==> src/rtl/alu_arb_pkg.sv <==
// alu_arbiter shared types and default sizes.
// Imported by alu_arb_pick and alu_arbiter.
package alu_arb_pkg;

   localparam int WIDTH_D = 16;
   localparam int OPW_D   = 3;
   localparam int NREQ    = 2;

   typedef enum logic [1:0] {
      IDLE = 2'd0,
      EXEC = 2'd1,
      DONE = 2'd2
   } state_t;

endpackage

==> src/rtl/alu_arb_pick.sv <==
// Grant selection for alu_arbiter; one-hot grant from valid and last winner.
// ALU_ARB_RR_EN selects round-robin on conflict, else requester 0 wins.
module alu_arb_pick
   import alu_arb_pkg::*;
(
   input  logic [NREQ-1:0] req_valid,
   input  logic            last,
   output logic [NREQ-1:0] grant
);

`ifdef ALU_ARB_RR_EN
   always_comb begin
      grant = '0;
      unique case (req_valid)
         2'b01:   grant = 2'b01;
         2'b10:   grant = 2'b10;
         2'b11:   grant = last ? 2'b01 : 2'b10;
         default: grant = '0;
      endcase
   end
`else
   logic w_unused_last;
   assign w_unused_last = last;

   always_comb begin
      grant = '0;
      unique case (req_valid)
         2'b01:   grant = 2'b01;
         2'b10:   grant = 2'b10;
         2'b11:   grant = 2'b01;
         default: grant = '0;
      endcase
   end
`endif

endmodule

==> src/rtl/alu_arbiter.sv <==
// Shares one ALU between two valid/ready requesters, one op per 2 cycles.
// Conflict policy: ALU_ARB_RR_EN defined = round-robin, else fixed priority.
module alu_arbiter
   import alu_arb_pkg::*;
#(
   parameter int WIDTH = WIDTH_D,
   parameter int OPW   = OPW_D
)(
   input  logic             clk,
   input  logic             reset,
   input  logic [NREQ-1:0]  req_valid,
   output logic [NREQ-1:0]  req_ready,
   input  logic [OPW-1:0]   req_op0,
   input  logic [OPW-1:0]   req_op1,
   input  logic [WIDTH-1:0] req_a0,
   input  logic [WIDTH-1:0] req_a1,
   input  logic [WIDTH-1:0] req_b0,
   input  logic [WIDTH-1:0] req_b1,
   output logic [NREQ-1:0]  rsp_valid,
   output logic [WIDTH-1:0] rsp_result,
   output logic             rsp_co,
   output logic             rsp_zero,
   output logic             rsp_overflow,
   output logic [OPW-1:0]   alu_op,
   output logic [WIDTH-1:0] alu_a,
   output logic [WIDTH-1:0] alu_b,
   input  logic [WIDTH-1:0] alu_result,
   input  logic             alu_co,
   input  logic             alu_zero,
   input  logic             alu_overflow,
   output logic             busy
);

   state_t           r_state;
   state_t           w_next;
   logic             r_last;
   logic             r_id;
   logic [OPW-1:0]   r_op;
   logic [WIDTH-1:0] r_a;
   logic [WIDTH-1:0] r_b;
   logic [WIDTH-1:0] r_res;
   logic             r_co;
   logic             r_zero;
   logic             r_ovf;
   logic [NREQ-1:0]  w_grant;
   logic             w_open;
   logic             w_acc;
   logic             w_sel;

   alu_arb_pick u_pick (
      .req_valid (req_valid),
      .last      (r_last),
      .grant     (w_grant)
   );

   assign w_open    = (r_state == IDLE) || (r_state == DONE);
   assign req_ready = w_open ? w_grant : '0;
   assign w_acc     = |(req_valid & req_ready);
   assign w_sel     = w_grant[1];

   always_comb begin
      w_next = r_state;
      unique case (r_state)
         IDLE:    if (w_acc) w_next = EXEC;
         EXEC:    w_next = DONE;
         DONE:    w_next = w_acc ? EXEC : IDLE;
         default: w_next = IDLE;
      endcase
   end

   always_ff @(posedge clk) begin
      if (reset) begin
         r_state <= IDLE;
         r_last  <= 1'b1;
         r_id    <= 1'b0;
         r_op    <= '0;
         r_a     <= '0;
         r_b     <= '0;
         r_res   <= '0;
         r_co    <= 1'b0;
         r_zero  <= 1'b0;
         r_ovf   <= 1'b0;
      end else begin
         r_state <= w_next;
         if (w_acc) begin
            r_id   <= w_sel;
            r_last <= w_sel;
            r_op   <= w_sel ? req_op1 : req_op0;
            r_a    <= w_sel ? req_a1  : req_a0;
            r_b    <= w_sel ? req_b1  : req_b0;
         end
         // ALU settles during EXEC off the registered operands
         if (r_state == EXEC) begin
            r_res  <= alu_result;
            r_co   <= alu_co;
            r_zero <= alu_zero;
            r_ovf  <= alu_overflow;
         end
      end
   end

   assign alu_op       = r_op;
   assign alu_a        = r_a;
   assign alu_b        = r_b;
   assign rsp_result   = r_res;
   assign rsp_co       = r_co;
   assign rsp_zero     = r_zero;
   assign rsp_overflow = r_ovf;
   assign busy         = (r_state == EXEC);
   assign rsp_valid    = (r_state == DONE) ?
                         (r_id ? 2'b10 : 2'b01) : 2'b00;

endmodule

==> config.mk <==
export PLATFORM = sky130hd
export DESIGN_NAME = alu_arbiter
export DESIGN_NICKNAME = d
export VERILOG_FILES = /design/src/rtl/alu_arb_pkg.sv /design/src/rtl/alu_arb_pick.sv /design/src/rtl/alu_arbiter.sv
export SDC_FILE = /design/constraint.sdc
export NUM_CORES = 1
export LEC_CHECK = 0
export CAP_MARGIN = 10
export CORE_MARGIN = 2
export CORE_UTILIZATION = 38
export DETAILED_ROUTE_END_ITERATION = 6
export HOLD_SLACK_MARGIN = 0.03
export PLACE_DENSITY_LB_ADDON = 0.1
export SLEW_MARGIN = 20
export SYNTH_ARGS = -nofsm -noshare
export SYNTH_HDL_FRONTEND = slang
export SYNTH_SLANG_ARGS = --single-unit
export TNS_END_PERCENT = 10
==> constraint.sdc <==
create_clock -name clk -period 1.27 [get_ports clk]
set_input_delay 0.127 -clock clk [delete_from_list [all_inputs] [get_ports clk]]
set_output_delay 0.127 -clock clk [all_outputs]
set_load 0.05 [all_outputs]
==> results of run 1 <==
-- registers in the layout (all words and copies together), names as in the netlist --
register	cells
r_id	1
rsp_co	1
alu_op	3
alu_a	16
alu_b	16
rsp_result	16
r_state	2
rsp_zero	1
rsp_overflow	1
-- per-layer routing --
metal	vias to the layer above	GRT usage, %	share of wire (%)
met5	-	0	0
met4	0	9.233	1.2
met3	8	7.204	8.1
met1	1246	26.99	41
met2	95	36.02	50
li1	1314	-	-
-- path summary, 6_finish.rpt --
path,startpoint,endpoint,cells past startpoint
hold / removal,reset,alu_b[2],3
setup / recovery,r_state[0],rsp_valid[1],4
hold reg to reg,rsp_result[7],rsp_result[7],2
setup reg to reg,r_state[0],alu_a[1],5
-- cells by family (layout without fill, tap and decap cells) --
logic type	after synthesis	after routing	share of synthesized area, %
AO/OA/AOI/OAI	91	91	31.12
buffers and inverters	27	192	7.351
flip-flops	57	57	43.53
AND/OR/NAND/NOR	119	119	18.00
-- what timing repair did --
action / CTS / global route
setup endpoints to repair: 6 / 8
setup buffers: 2 / 1
gates cloned: 0 / 0
resized for setup: 14 / 5
-- power by group through the flow --
stage | Clock (mW) | Sequential, mW | Combinational (mW)
3_5_place_dp | 0 | 2.14 | 2.17
2_1_floorplan | 0 | 2.55 | 0.581
4_1_cts | 1.75 | 2.10 | 2.20
3_3_place_gp | 0 | 2.13 | 2.14
6_report | 1.70 | 2.10 | 2.20
5_1_grt | 1.86 | 2.12 | 2.30
-- cell type report --
type	instances	share of cell area, %
sequential	57	22.05
clock inverter	4	1.014
timing repair buffer	174	45.83
clock buffer	12	2.801
multi-input combinational	210	26.13
inverter	2	0.2415
tap	80	1.932
-- worst min-delay path, cell delays in order --
cell	delay, ps
sky130_fd_sc_hd__buf_2	160
sky130_fd_sc_hd__buf_12	180
sky130_fd_sc_hd__a211oi_2	40
-- cells in the final DEF (no fill, tap or decap), drive strengths merged, types with 2 or more instances in the layout --
cell type,n
buf,83
inv,2
nor2b,2
nor2,38
dfxtp,57
nand2b,2
a211oi,34
a21oi,54
clkinvlp,3
nand2,74
dlygate4sd2,2
clkdlybuf4s50,89
clkbuf,12
==> results.sh, run 1 <==
export IMPL_cellLeakagePower_nw=2.031
export IMPL_setup_worst_path_start_class="flop"
export IMPL_diodes=0
export IMPL_ctsHtreeMaxLevel=3
export IMPL_synth_seq_cells=57
export IMPL_dp_worst_setup_slack_ps=-303.6
export IMPL_cell_internal_pwr_mw=4.021
export IMPL_final_ws_setup_ps=-42.77
export IMPL_post_synth_top_count_cell="sky130_fd_sc_hd__nand2_1"
export IMPL_synth_top_cells_by_count="sky130_fd_sc_hd__nand2_1, sky130_fd_sc_hd__dfxtp_1, sky130_fd_sc_hd__nor2_1"
export IMPL_core_area_um2=6719
export IMPL_antenna_violations_before_repair=0
export IMPL_clockRootBuffer="sky130_fd_sc_hd__clkbuf_8"
export IMPL_synthToLayoutAreaGrowth_pct=97.66
export IMPL_worstPathMaxFanout=5
export IMPL_numPortBuffers=151
export IMPL_fin_worst_hold_slack_ps=225.4
export IMPL_wl_per_cell_um=15.54
export IMPL_num_vias=2663
export IMPL_totalPowerFinal_mw=5.999
export IMPL_timing_hold_worst_class="input pin to flop"
export IMPL_synth_cells=294
export IMPL_iteration_0_drc_markers=69
export IMPL_synth_async_sr_flop_share_pct=0
export IMPL_antenna_violating_nets_post_route=0
export IMPL_grt_remaining_overflow=0
export IMPL_design_final_nets=547
export IMPL_layout_area_seq_um2=1142
export IMPL_post_synth_main_area_contributors="sky130_fd_sc_hd__dfxtp_1, sky130_fd_sc_hd__a211oi_2, sky130_fd_sc_hd__nand2_1, sky130_fd_sc_hd__a21oi_2, sky130_fd_sc_hd__nor2_1"
export IMPL_detailed_place_hpwl_mm=6.161
export IMPL_top_level_ports=152
export IMPL_arrival_time_reported_for_the_critical_path_endpoint_ps=1190
export IMPL_post_dp_cell_area_um2=4911
export IMPL_required_ps=1140
export IMPL_finalCoreUtilization_pct=77.11
export IMPL_yosys_area_top_type_share_pct=43.53
export IMPL_achievable_frequency_mhz=761.7
export IMPL_critical_path_max_stage_delay_ps=350
export IMPL_holdBufCountCts=0
export IMPL_grt_pass1_vias=2679
export IMPL_path_buf_inv=3
export IMPL_worstSetupEndpointType="output port"
export IMPL_worst_setup_hold_path_clk_slew_ps=70
export IMPL_path_cells="buf_6 -> inv_4 -> and3_4 -> buf_12"
export IMPL_cts_inserted_buffers=9
export IMPL_synth_edff_count=0
export IMPL_totalWireLength_mm=8.378
export IMPL_grt_use_total_pct=22.18
export IMPL_dieWidth_um=87.06
export IMPL_rsz0062_at_grt="yes"
export IMPL_finalWorstPathRequiredPeriod_ps=1313
export IMPL_run_status="complete, but fails checks"
export IMPL_timing_final_crit_share_pct=103.4
export IMPL_synth_area_leader_cell="sky130_fd_sc_hd__dfxtp_1"
export IMPL_synth_area_um2=2621
export IMPL_worst_ir_drop_vdd_v=0.0007343
export IMPL_worstSkewPairLatency_ps=330
export IMPL_worst_path_max_delay_cell="sky130_fd_sc_hd__dfxtp_2"
export IMPL_seq_power_share_pct=35.0
export IMPL_reg2reg_slack_ps=30
export IMPL_timing_max_slew_rel_slack_pct=84.07
export IMPL_synth_cell_types=23
export IMPL_starting_density_pct=39.01
export IMPL_placedCellCount=521
export IMPL_power_density_nw_per_um2=1158
export IMPL_die_area_um2=7579
export IMPL_power_share_switching_pct=32.97
export IMPL_violations="negative setup slack"
export IMPL_clock_tree_buf_depth=2
export IMPL_detail_route_first_pass_iterations=4
export IMPL_synthesis_area_per_instance_um2=8.916
export IMPL_num_rows=30
export IMPL_vias_per_cell=4.941
export IMPL_drc=0
export IMPL_fillers=458
export IMPL_final_setup_tns_ps=-82.79
export IMPL_worstSetupPathType="flop to output port"
export IMPL_max_slew_vio_count=0
export IMPL_tritoncts="done"
export IMPL_cts_sink_count=57
export IMPL_instances_no_fill=539
export IMPL_pwr_share_comb_pct=36.6
export IMPL_height_of_the_chip_um=87.06
export IMPL_yosys_warnings=0
export IMPL_transition_time_of_the_tightest_slew_check_pin_ps=238.9
export IMPL_grt_pass1_wl_mm=13.00
export IMPL_multi_input_area_um2=1354
export IMPL_timing_max_cap_violations=0
export IMPL_synth_nets=387
export IMPL_synth_seq_area_share_pct=43.53
export IMPL_final_layout_size_suffix_gt1_share_pct=37.04
export IMPL_finalHoldViolations=0
export IMPL_total_switching_power_mw=1.978
export IMPL_finClkSkew_ps=10.46
export IMPL_power_clock_fraction_pct=28.4
export IMPL_crit_family="flip-flops"
export IMPL_final_cell_area_um2=5181
export IMPL_setup_viol_count_final=3
export IMPL_gp_congestion=0.7584
export IMPL_largest_net_degree_at_the_start_of_global_routing=29
export IMPL_synth_ff_type="sky130_fd_sc_hd__dfxtp_1"
Power figures use the tool's default switching activity.
==> run 2: changes to the inputs <==
--- a/config.mk
+++ b/config.mk
@@ -8,6 +8,7 @@
 export CAP_MARGIN = 10
 export CORE_MARGIN = 2
 export CORE_UTILIZATION = 38
+export CTS_CLUSTER_SIZE = 14
 export DETAILED_ROUTE_END_ITERATION = 6
 export HOLD_SLACK_MARGIN = 0.03
 export PLACE_DENSITY_LB_ADDON = 0.1
@@ -15,4 +16,3 @@
 export SYNTH_ARGS = -nofsm -noshare
 export SYNTH_HDL_FRONTEND = slang
 export SYNTH_SLANG_ARGS = --single-unit
-export TNS_END_PERCENT = 10
==> run 2 against run 1 <==
Net effect: the flow still finishes with violations (negative setup slack); fmax decreased by 0.43%; routed wire length increased by 5.5%; clock power increased by 11%; hold slack got worse by 14 ps; global-route usage increased by 0.073 points; sequential power about the same; critical path depth increased by 1; critical endpoint is now busy.
==> results.sh, run 2 (synthesis gave the netlist of run 1 again) <==
export IMPL_run_status="complete, but fails checks"
export IMPL_violations="negative setup slack"
export IMPL_dp_worst_setup_slack_ps=-281.9
export IMPL_final_ws_setup_ps=-48.41
export IMPL_rsz0062_at_grt="yes"
export IMPL_critical_path_source="r_state[0]"
export IMPL_cts_sink_count=57
export IMPL_antenna_violations_before_repair=0
export IMPL_seq_power_share_pct=33.6
export IMPL_grt_remaining_overflow=0
export IMPL_cellLeakagePower_nw=2.132
export IMPL_grt_use_total_pct=22.26
export IMPL_cts_inserted_buffers=9
export IMPL_numPortBuffers=151
export IMPL_starting_density_pct=39.01
export IMPL_core_area_um2=6719
export IMPL_antenna_violating_nets_post_route=0
export IMPL_fillers=429
export IMPL_transition_time_of_the_tightest_slew_check_pin_ps=348.0
export IMPL_die_area_um2=7579
export IMPL_detail_route_first_pass_iterations=4
export IMPL_setup_viol_count_final=4
export IMPL_fin_worst_hold_slack_ps=211.8
export IMPL_wl_per_cell_um=16.21
export IMPL_num_vias=2706
export IMPL_layout_cells_most_common="sky130_fd_sc_hd__clkdlybuf4s50_1"
export IMPL_ctsHtreeMaxLevel=3
export IMPL_cell_internal_pwr_mw=4.287
export IMPL_ff2ff_path_depth=4
export IMPL_tritoncts="done"
export IMPL_post_dp_cell_area_um2=4886
export IMPL_timing_max_slew_rel_slack_pct=76.80
export IMPL_totalPowerFinal_mw=6.269
export IMPL_most_common_layout_cells="sky130_fd_sc_hd__clkdlybuf4s50_1, sky130_fd_sc_hd__nand2_1, sky130_fd_sc_hd__buf_12"
export IMPL_power_clock_fraction_pct=30.0
export IMPL_achievable_frequency_mhz=758.5
export IMPL_finalCoreUtilization_pct=79.70
export IMPL_top_level_ports=152
export IMPL_worstPathMaxFanout=4
export IMPL_grt_pass1_wl_mm=13.21
export IMPL_gp_congestion=0.7565
export IMPL_diodes=0
export IMPL_synthToLayoutAreaGrowth_pct=104.3
export IMPL_final_setup_tns_ps=-138.8
export IMPL_total_switching_power_mw=1.982
export IMPL_power_density_nw_per_um2=1171
export IMPL_instances_no_fill=545
export IMPL_worst_setup_hold_path_clk_slew_ps=70
export IMPL_endpoint="busy"
export IMPL_r2r_start="r_state[0]"
export IMPL_required_ps=1140
export IMPL_power_share_switching_pct=31.61
export IMPL_clockRootBuffer="sky130_fd_sc_hd__clkbuf_8"
export IMPL_holdBufCountCts=0
export IMPL_worstSetupPathType="flop to output port"
export IMPL_num_rows=30
export IMPL_reg2reg_slack_ps=70
export IMPL_worstSetupEndpointType="output port"
export IMPL_detailed_place_hpwl_mm=5.930
export IMPL_dieWidth_um=87.06
export IMPL_timing_hold_worst_class="input pin to flop"
export IMPL_drc=0
export IMPL_final_layout_size_suffix_gt1_share_pct=37.85
export IMPL_largest_net_degree_at_the_start_of_global_routing=24
export IMPL_max_slew_vio_count=0
export IMPL_final_cell_area_um2=5355
export IMPL_finClkSkew_ps=8.299
export IMPL_timing_final_crit_share_pct=103.8
export IMPL_setup_worst_path_start_class="flop"
export IMPL_placedCellCount=519
export IMPL_grt_pass1_vias=2755
export IMPL_worstSkewPairLatency_ps=320
export IMPL_pwr_share_comb_pct=36.5
export IMPL_worst_ir_drop_vdd_v=0.0007458
export IMPL_finalHoldViolations=0
export IMPL_totalWireLength_mm=8.837
export IMPL_vias_per_cell=4.965
export IMPL_arrival_time_reported_for_the_critical_path_endpoint_ps=1190
export IMPL_timing_max_cap_violations=0
export IMPL_height_of_the_chip_um=87.06
export IMPL_finalWorstPathRequiredPeriod_ps=1318
export IMPL_iteration_0_drc_markers=76
export IMPL_design_final_nets=553
export IMPL_critical_path_reg2reg_endpoint="alu_b[14]"
export IMPL_clock_tree_buf_depth=2
## run 2: final cells by class
class	count	area [µm²]	share of cell area, %
timing repair buffer	180	2539	47.41
multi-input combinational	210	1344	25.09
sequential	57	1142	21.33
clock buffer	11	141.4	2.640
tap	80	100.1	1.869
clock inverter	5	78.83	1.472
inverter	2	10.01	0.1869
## run 2: how the worst min path moves through the flow
stage / end / cells after the start / start
after floorplan: rsp_co / 2 / alu_co
after global placement: rsp_result[12] / 2 / rsp_result[12]
after detailed placement: rsp_result[12] / 2 / rsp_result[12]
after CTS: alu_a[11] / 2 / reset
after global routing: alu_a[11] / 2 / reset
final: alu_a[11] / 2 / reset
## run 2: what timing repair did
| item | 4_1_cts | 5_1_grt |
|---|---|---|
| cloned | 1 | 4 |
| pin swaps | 0 | 2 |
| hold endpoints to repair | 0 | 0 |
| buffers inserted | 3 | 2 |
| endpoints found under the setup margin | 5 | 25 |
| resized for setup | 12 | 5 |
## run 2: worst max-delay path: stages, from the launching register on
cell and delay (ps):
sky130_fd_sc_hd__dfxtp_2 360, sky130_fd_sc_hd__buf_6 140, sky130_fd_sc_hd__nand2b_4 80, sky130_fd_sc_hd__inv_4 70, sky130_fd_sc_hd__buf_12 100, sky130_fd_sc_hd__buf_12 120
## run 2: power by group through the flow
stage          Sequential (mW)  Clock (mW)  Combinational (mW)
4_1_cts                   2.10        1.91                2.21
6_report                  2.10        1.88                2.29
3_3_place_gp              2.13           0                2.14
5_1_grt                   2.12        2.00                2.39
3_5_place_dp              2.14           0                2.16
2_1_floorplan             2.55           0               0.581
## run 2: layer usage
| layer | routed length (µm) | GRT usage [%] |
|---|---|---|
| met3 | 629 | 5.782 |
| met5 | 0 | 0 |
| met1 | 3730 | 27.77 |
| met4 | 120 | 7.386 |
| met2 | 4357 | 37.27 |
==> run 3: changes to the inputs <==
--- a/config.mk
+++ b/config.mk
@@ -7,7 +7,7 @@
 export LEC_CHECK = 0
 export CAP_MARGIN = 10
 export CORE_MARGIN = 2
-export CORE_UTILIZATION = 38
+export CORE_UTILIZATION = 35
 export CTS_CLUSTER_SIZE = 14
 export DETAILED_ROUTE_END_ITERATION = 6
 export HOLD_SLACK_MARGIN = 0.03
==> constraint.sdc (replaced) <==
create_clock -name clk -period 1.27 [get_ports clk]
set_input_delay 0.127 -clock clk [delete_from_list [all_inputs] [get_ports clk]]
set_output_delay 0.127 -clock clk [all_outputs]
set_load 0.1 [all_outputs]
==> run 3 against run 2 <==
Net effect: the run still ends with negative setup slack left; critical path depth shrank 2; register-to-register slack is essentially flat; worst setup slack worse by 71 ps; combinational power rose by 22%; critical path type unchanged; largest power group unchanged; highest routed layer unchanged.
==> results.sh, run 3 (synthesis gave the netlist of run 1 again) <==
export IMPL_run_status="complete, but fails checks"
export IMPL_violations="negative setup slack"
export IMPL_core_area_um2=7253
export IMPL_tritoncts="done"
export IMPL_rsz0062_at_grt="yes"
export IMPL_final_cell_area_um2=5239
export IMPL_antenna_violations_before_repair=0
export IMPL_die_area_um2=8197
export IMPL_worst_setup_hold_path_clk_slew_ps=70
export IMPL_largest_net_degree_at_the_start_of_global_routing=32
export IMPL_critical_path_max_stage_delay_ps=360
export IMPL_cts_inserted_buffers=9
export IMPL_ctsHtreeMaxLevel=3
export IMPL_worst_path_max_delay_cell="sky130_fd_sc_hd__dfxtp_4"
export IMPL_worstSkewPairLatency_ps=330
export IMPL_detail_route_first_pass_iterations=4
export IMPL_post_dp_cell_area_um2=4972
export IMPL_timing_max_slew_rel_slack_pct=82.19
export IMPL_final_layout_size_suffix_gt1_share_pct=45.75
export IMPL_dieWidth_um=90.54
export IMPL_iteration_0_drc_markers=113
export IMPL_worst_ir_drop_vdd_v=0.0007187
export IMPL_grt_pass1_vias=2814
export IMPL_detailed_place_hpwl_mm=6.059
export IMPL_transition_time_of_the_tightest_slew_check_pin_ps=267.1
export IMPL_critical_path_cell_count=3
export IMPL_grt_use_total_pct=21.01
export IMPL_critical_path_source="r_state[0]"
export IMPL_route_met3_wl_um=574
export IMPL_wl_per_cell_um=15.32
export IMPL_top_signal_layer_used="met4"
export IMPL_antenna_violating_nets_post_route=0
export IMPL_final_setup_tns_ps=-298.3
export IMPL_most_common_layout_cells="sky130_fd_sc_hd__clkdlybuf4s50_1, sky130_fd_sc_hd__nand2_1, sky130_fd_sc_hd__buf_12"
export IMPL_gp_congestion=0.7459
export IMPL_ff2ff_path_depth=4
export IMPL_achievable_frequency_mhz=719.6
export IMPL_synthToLayoutAreaGrowth_pct=99.86
export IMPL_crit_family="flip-flops"
export IMPL_dp_worst_setup_slack_ps=-321.0
export IMPL_power_density_nw_per_um2=1223
export IMPL_grt_pass1_wl_mm=13.88
export IMPL_totalWireLength_mm=8.548
export IMPL_clock_tree_buf_depth=2
export IMPL_worstSetupEndpointType="output port"
export IMPL_numPortBuffers=151
export IMPL_setup_worst_path_start_class="flop"
export IMPL_grt_remaining_overflow=0
export IMPL_layout_cells_most_common="sky130_fd_sc_hd__clkdlybuf4s50_1"
export IMPL_fin_worst_hold_slack_ps=229.2
export IMPL_height_of_the_chip_um=90.54
export IMPL_worstPathMaxFanout=4
export IMPL_top_level_ports=152
export IMPL_met2_wirelength_mm=4.205
export IMPL_finClkSkew_ps=7.591
export IMPL_worstSetupPathType="flop to output port"
export IMPL_diodes=0
export IMPL_critical_path_reg2reg_endpoint="alu_b[13]"
export IMPL_starting_density_pct=36.14
export IMPL_holdBufCountCts=0
export IMPL_path_cells="buf_8 -> nor3b_4 -> buf_12"
export IMPL_drc=0
export IMPL_r2r_start="r_state[0]"
export IMPL_max_slew_vio_count=0
export IMPL_num_vias=2684
export IMPL_reg2reg_slack_ps=80
export IMPL_arrival_time_reported_for_the_critical_path_endpoint_ps=1260
export IMPL_finalWorstPathRequiredPeriod_ps=1390
export IMPL_design_final_nets=547
export IMPL_required_ps=1140
export IMPL_timing_max_cap_violations=0
export IMPL_timing_final_crit_share_pct=109.4
export IMPL_num_rows=31
export IMPL_vias_per_cell=4.810
export IMPL_finalHoldViolations=0
export IMPL_timing_hold_worst_class="input pin to flop"
export IMPL_setup_viol_count_final=4
export IMPL_clockRootBuffer="sky130_fd_sc_hd__clkbuf_8"
export IMPL_endpoint="rsp_valid[0]"
export IMPL_final_ws_setup_ps=-119.6
export IMPL_wl_met1_mm=3.658
export IMPL_cts_sink_count=57
export IMPL_path_buf_inv=2
export IMPL_cellLeakagePower_nw=2.037
-- run 3: cell types whose count changed in the layout (fill, tap and decap cells not counted), moves of 2 or more --
cell / delta
sky130_fd_sc_hd__dfxtp_1: -35
sky130_fd_sc_hd__dfxtp_2: +34
sky130_fd_sc_hd__clkbuf_16: -4
sky130_fd_sc_hd__clkinvlp_4: +3
sky130_fd_sc_hd__a21oi_1: -2
sky130_fd_sc_hd__a21oi_2: +2
sky130_fd_sc_hd__buf_6: -2
sky130_fd_sc_hd__bufinv_16: -2
-- run 3: worst min path at each step --
| stage | start | endpoint | slack [ps] | cells after the start |
|---|---|---|---|---|
| 6_report | reset | alu_a[13] | 230 | 3 |
| 5_1_grt | reset | rsp_result[14] | 240 | 3 |
| 4_1_cts | reset | alu_a[13] | 220 | 3 |
| 3_5_place_dp | rsp_result[7] | rsp_result[7] | 480 | 2 |
| 3_3_place_gp | rsp_result[12] | rsp_result[12] | 480 | 2 |
| 2_1_floorplan | req_a0[0] | alu_a[0] | 260 | 2 |
-- run 3: power by group --
part / leakage [nW] / switching (mW) / total, mW / internal [mW]
logic: 1.47 / 1.65 / 2.79 / 1.14
clock network: 0.0814 / 0.797 / 1.50 / 0.702
registers: 0.482 / 0.159 / 2.12 / 1.96
-- run 3: layout make-up --
type,instances,area [µm²]
fillers,530,2014
repair buffers,174,2382
clock inverters,7,46.29
well taps,99,123.9
multi-input cells,210,1364
inverters,2,10.01
clock buffers,9,123.9
flip-flops and latches,57,1189
-- run 3: metal layers --
| layer | track usage (%) | up-vias |
|---|---|---|
| li1 | - | 1312 |
| met3 | 5.927 | 8 |
| met2 | 35.14 | 102 |
| met5 | 0 | - |
| met1 | 25.70 | 1262 |
| met4 | 7.692 | 0 |
-- run 3: stage by stage --
step                      cells  util, %  power [mW]
final                       558    72.23       6.409
after global routing        558    72.23       6.649
after CTS                   558    72.26       6.464
after detailed placement    536    68.55       4.916
after global placement      536    68.55       4.883
after floorplan             294        -       3.748
-- run 3: tightest hold or removal path: cells and delay by family --
kind / cells / cell delay [ps]
buf+inv: 2 / 340
compound gates: 1 / 40
-- run 3: what timing repair did --
item,4_1_cts,5_1_grt
pin swaps,0,2
setup endpoints to repair,7,21
gates resized for setup,11,7
gates cloned,1,0
setup buffers,5,2
